$ cat src/rtl/uart_rx.sv
`timescale 1ns/1ps
`default_nettype none
// ============================================================================
//  Module      : uart_rx
//  Description : 8N1 UART receiver, LSB first. Two-flop input synchronizer,
//                start-bit validation at mid-bit, centre sampling of data and
//                stop bits. Emits a one-cycle valid pulse per good byte and a
//                one-cycle framing-error pulse when the stop bit is low.
//  Revision    : 1.0 - initial release
// ============================================================================
module uart_rx #(
    parameter int CLK_FREQ  = 25_000_000,
    parameter int BAUD_RATE = 115_200
) (
    input  logic       i_clk,
    input  logic       i_reset,
    input  logic       i_rx,
    output logic [7:0] o_data,
    output logic       o_valid,
    output logic       o_frame_err,
    output logic       o_busy
);

    localparam int c_CLKS_PER_BIT = CLK_FREQ / BAUD_RATE;
    localparam int c_HALF_BIT     = (c_CLKS_PER_BIT - 1) / 2;
    localparam int c_CNT_W        = $clog2(c_CLKS_PER_BIT);

    // Counter compare values, pre-sized to the counter width.
    localparam logic [c_CNT_W-1:0] c_CNT_HALF = c_CNT_W'(c_HALF_BIT);
    localparam logic [c_CNT_W-1:0] c_CNT_LAST = c_CNT_W'(c_CLKS_PER_BIT - 1);
    localparam logic [c_CNT_W-1:0] c_CNT_ONE  = c_CNT_W'(1);

    typedef enum logic [1:0] {
        S_IDLE  = 2'd0,
        S_START = 2'd1,
        S_DATA  = 2'd2,
        S_STOP  = 2'd3
    } t_state;

    t_state             r_state;
    logic               r_sync1;
    logic               r_rx_s;
    logic [c_CNT_W-1:0] r_cnt;
    logic [2:0]         r_bit_idx;
    logic [7:0]         r_shift;

    // Two-flop synchronizer; resets to the idle (high) line level so no
    // false start bit is seen coming out of reset.
    always_ff @(posedge i_clk or posedge i_reset) begin
        if (i_reset) begin
            r_sync1 <= 1'b1;
            r_rx_s  <= 1'b1;
        end else begin
            r_sync1 <= i_rx;
            r_rx_s  <= r_sync1;
        end
    end

    // Receive FSM: all decisions use the synchronized line; outputs are
    // registered and the two pulses default low every cycle.
    always_ff @(posedge i_clk or posedge i_reset) begin
        if (i_reset) begin
            r_state     <= S_IDLE;
            r_cnt       <= '0;
            r_bit_idx   <= 3'd0;
            r_shift     <= 8'h00;
            o_data      <= 8'h00;
            o_valid     <= 1'b0;
            o_frame_err <= 1'b0;
            o_busy      <= 1'b0;
        end else begin
            o_valid     <= 1'b0;
            o_frame_err <= 1'b0;
            case (r_state)
                S_IDLE: begin
                    r_cnt     <= '0;
                    r_bit_idx <= 3'd0;
                    if (!r_rx_s) begin
                        r_state <= S_START;
                        o_busy  <= 1'b1;
                    end
                end

                S_START: begin
                    if (r_cnt == c_CNT_HALF) begin
                        r_cnt <= '0;
                        if (!r_rx_s) begin
                            r_state <= S_DATA;
                        end else begin
                            // Line went back high before mid-bit: a glitch.
                            r_state <= S_IDLE;
                            o_busy  <= 1'b0;
                        end
                    end else begin
                        r_cnt <= r_cnt + c_CNT_ONE;
                    end
                end

                S_DATA: begin
                    if (r_cnt == c_CNT_LAST) begin
                        r_cnt     <= '0;
                        r_shift   <= {r_rx_s, r_shift[7:1]};
                        r_bit_idx <= r_bit_idx + 3'd1;
                        if (r_bit_idx == 3'd7) begin
                            r_state <= S_STOP;
                        end
                    end else begin
                        r_cnt <= r_cnt + c_CNT_ONE;
                    end
                end

                S_STOP: begin
                    if (r_cnt == c_CNT_LAST) begin
                        // Return to idle at mid-stop-bit so a start bit that
                        // follows immediately is still caught.
                        r_cnt   <= '0;
                        r_state <= S_IDLE;
                        o_busy  <= 1'b0;
                        if (r_rx_s) begin
                            o_data  <= r_shift;
                            o_valid <= 1'b1;
                        end else begin
                            o_frame_err <= 1'b1;
                        end
                    end else begin
                        r_cnt <= r_cnt + c_CNT_ONE;
                    end
                end

                default: begin
                    r_state <= S_IDLE;
                    r_cnt   <= '0;
                    o_busy  <= 1'b0;
                end
            endcase
        end
    end

endmodule
`default_nettype wire
$ cat config.mk
export PLATFORM = sky130hd
export DESIGN_NAME = uart_rx
export DESIGN_NICKNAME = d
export VERILOG_FILES = /design/src/rtl/uart_rx.sv
export SDC_FILE = /design/constraint.sdc
export NUM_CORES = 1
export LEC_CHECK = 0
export ABC_AREA = 1
export CAP_MARGIN = 20
export CORE_ASPECT_RATIO = 0.9
export CORE_UTILIZATION = 63
export CTS_BUF_LIST = sky130_fd_sc_hd__clkbuf_4
export CTS_CLUSTER_SIZE = 12
export DETAILED_ROUTE_END_ITERATION = 6
export GPL_ROUTABILITY_DRIVEN = 0
export PLACE_DENSITY = 0.95
export SLEW_MARGIN = 20
export SYNTH_ARGS = -nofsm -noshare
export SYNTH_HDL_FRONTEND = slang
export SYNTH_SLANG_ARGS = --single-unit
$ cat constraint.sdc
create_clock -name i_clk -period 2.8 [get_ports i_clk]
set_input_delay 0.56 -clock i_clk [delete_from_list [all_inputs] [get_ports i_clk]]
set_output_delay 0.56 -clock i_clk [all_outputs]
set_load 0.03 [all_outputs]
==> results.tsv <==
metric	value	unit
worst_setup_path_start_kind	register	
cp_slowest_stage_delay	0.68	ns
route.detailed.wl_per_inst	12.75	um
avgViaCountPerCell	5.381	
critical-path-top-delay-family	buffers and inverters	
cts_buffers	5	
synth_top_family_by_area	simple AND/OR/NAND/NOR gates	
detailedRoute.firstPassIterationCount	4	
regToRegSetupSlack	1.10	ns
maxClockFrequency	513.9	MHz
synth.mux.area_fraction	0	
syn-instance-count	171	
finalSetupTns	0	ns
max_slew_violations	0	
htree_levels	2	
ant_nets	0	
power_density	436.1	nW/um2
report.final.hold_viol_count	0	
synthDistinctLibCells	24	
timing.critical_path.buf_inv	1	
core_area	2242	um2
die_w	54.33	um
cap_violations	0	
layout_setup_ws	0.8539	ns
result_of_the_run	completed	
final_period_minus_worst_setup_slack	1.946	ns
critPathRequiredTime	2.24	ns
layout_cells_sized_above_1	0.09424	
crit_type	register to primary output	
antenna_found_initial	0	
worst_setup_hold_path_clk_slew	0.09	ns
postSynthNetCount	178	
post-route-period-util	0.6950	
floorplan.rows	16	
yosys.area_share.xor_xnor	0.01128	
timing.slew.headroom	0.6632	
finalCoreUtilization	0.7857	
cts-resized-gates	0	
grt_pass1_wl	4878	um
flip_flop_and_latch_count_after_synthesis	34	
cts_buffer_depth	2	
cp_slowest_cell	clkdlybuf4s50_1	
synth_compound_gate_area_share	0.1096	
dp_hpwl	1997	um
drt_iter0_drc	25	
pin_count_of_the_biggest_net_entering_global_routing	35	
report.final.setup_viol	0	
postCtsHoldBufs	0	
n_fill_cell	144	
critical_path.cell_chain	clkdlybuf4s50_1	
ys_seq_area_frac	0.5496	
synthAdderAreaFrac	0.03223	
power.static_leakage	0.0008734	uW
grt_setup_unrepaired	no	
start_util	0.6925	
postCtsSetupBuffers	0	
wirelength	2780	um
drc_errors	0	
peakVddDrop	467.9	uV
worst_skew_pair.late_latency	0.33	ns
clock-sinks	34	
diodes	0	
syn_warnings	0	
worstPathArrival	1.39	ns
overflow	0	
clock_tree.root_cell	clkbuf_4	
io_pins	14	
port_buffers	13	
syn_area	1553	um2
die-height	49.10	um
net_count_reported_at_finish	197	
final.setup_skew	0.008259	ns
simple_gate_area_share_of_the_yosys_netlist	0.2216	
postSynthAreaPerCell	9.080	um2
timing.critical_path.to_type	primary output	
detailedPlace.worstSlack	1.113	ns
die_area	2667	um2
route.vias.total	1173	
worst_slew_pin_slew	0.5036	ns
critical_path_peak_fanout	2	
hold_path.class	register to register	
cts_tree	done	
grt.total_usage	0.2608	
first_global_vias	1164	
layout-area-overhead-vs-synth	13.46	%
[final timing paths]
| path | from | end | cells after the start |
|---|---|---|---|
| min | r_sync1 | r_rx_s | 0 |
| max in group asynchronous | i_reset | r_sync1 | 3 |
| min in group asynchronous | i_reset | o_data[3] | 3 |
| min reg2reg | r_sync1 | r_rx_s | 0 |
| max | o_data[2] | o_data[2] | 1 |
| max reg2reg | r_cnt[0] | o_data[5] | 8 |
[cell usage after synthesis]
cell type	count	area (um2)
nand2_1	44	165.2
dfrtp_1	32	800.8
inv_1	27	101.4
o21ai_0	14	70.07
a21oi_1	7	35.03
nor2_1	7	26.28
nand3_1	6	30.03
o21a_1	6	45.04
ha_1	4	50.05
nor3_1	4	20.02
nand4_1	3	18.77
nor2_4	3	33.78
dfstp_2	2	52.55
nand2_2	2	12.51
a21boi_0	1	7.510
a21o_1	1	7.510
buf_2	1	5.000
buf_6	1	11.26
nand2_4	1	11.26
nor3_2	1	10.01
nor3_4	1	16.27
o21ai_1	1	5.000
xnor2_1	1	8.760
xor2_1	1	8.760
[power by group]
| group | internal [uW] | switching (uW) |
|---|---|---|
| Combinational | 3.92 | 11.4 |
| Clock | 104 | 155 |
| Sequential | 493 | 0.822 |
[placed cells by master, fill, tap and decap left out]
master,n
clkinv_2,1
nand2_4,1
nor3_4,1
nor3_1,4
a21boi_0,1
ha_1,4
a21oi_1,7
a21o_1,1
o21ai_1,1
nand2_2,2
xor2_1,1
nor2_4,3
nor3_2,1
clkbuf_4,6
clkinv_1,1
nand4_1,3
inv_1,27
nand2_1,44
xnor2_1,1
o21a_1,6
dfstp_2,2
clkdlybuf4s50_1,13
dfrtp_1,32
buf_4,1
o21ai_0,14
nand3_1,6
nor2_1,7
[area by class of cell]
cell class                 instances  area (um2)  share of cell area
clock inverter                     2       8.758            0.004972
tap                               27       33.78             0.01918
clock buffer                       6       45.04             0.02557
sequential                        34       853.3              0.4844
timing repair buffer              14       137.6             0.07812
multi-input combinational        108       581.8              0.3303
inverter                          27       101.3             0.05753
[flip-flops by register name, summed over array words and instances, names as in the netlist, named ones only]
signal,cells
r_shift,8
o_valid,1
r_sync1,1
o_frame_err,1
o_busy,1
r_rx_s,1
o_data,8
r_cnt,8
r_state,1
r_bit_idx,3
[per-layer routing]
| metal | share of wire | wire [um] | global-route usage |
|---|---|---|---|
| met1 | 0.42 | 1161 | 0.3111 |
| met4 | 0.023 | 63 | 0.1068 |
| met2 | 0.49 | 1355 | 0.4187 |
| met3 | 0.072 | 200 | 0.09034 |
| met5 | 0 | 0 | 0 |
[metrics by stage]
stage	instances	hold slack (ns)	cell area [um2]	power, uW
CTS	218	0.3655	1762	775.9
global placement	210	0.3472	1708	519.2
floorplan	171	0.3452	1553	512.9
detailed placement	210	0.3481	1708	519.8
finish	218	0.3624	1762	768.2
global route	218	0.3679	1762	808.0
[cells by family (layout without fill, tap and decap cells)]
kind of cell	count (synthesis)	in the layout
compound gates	30	30
xor+xnor	2	2
fa+ha+maj	4	4
buf+inv	29	49
flops	34	34
simple gates	72	72
Note: power is estimated with default switching activity, not from simulation.
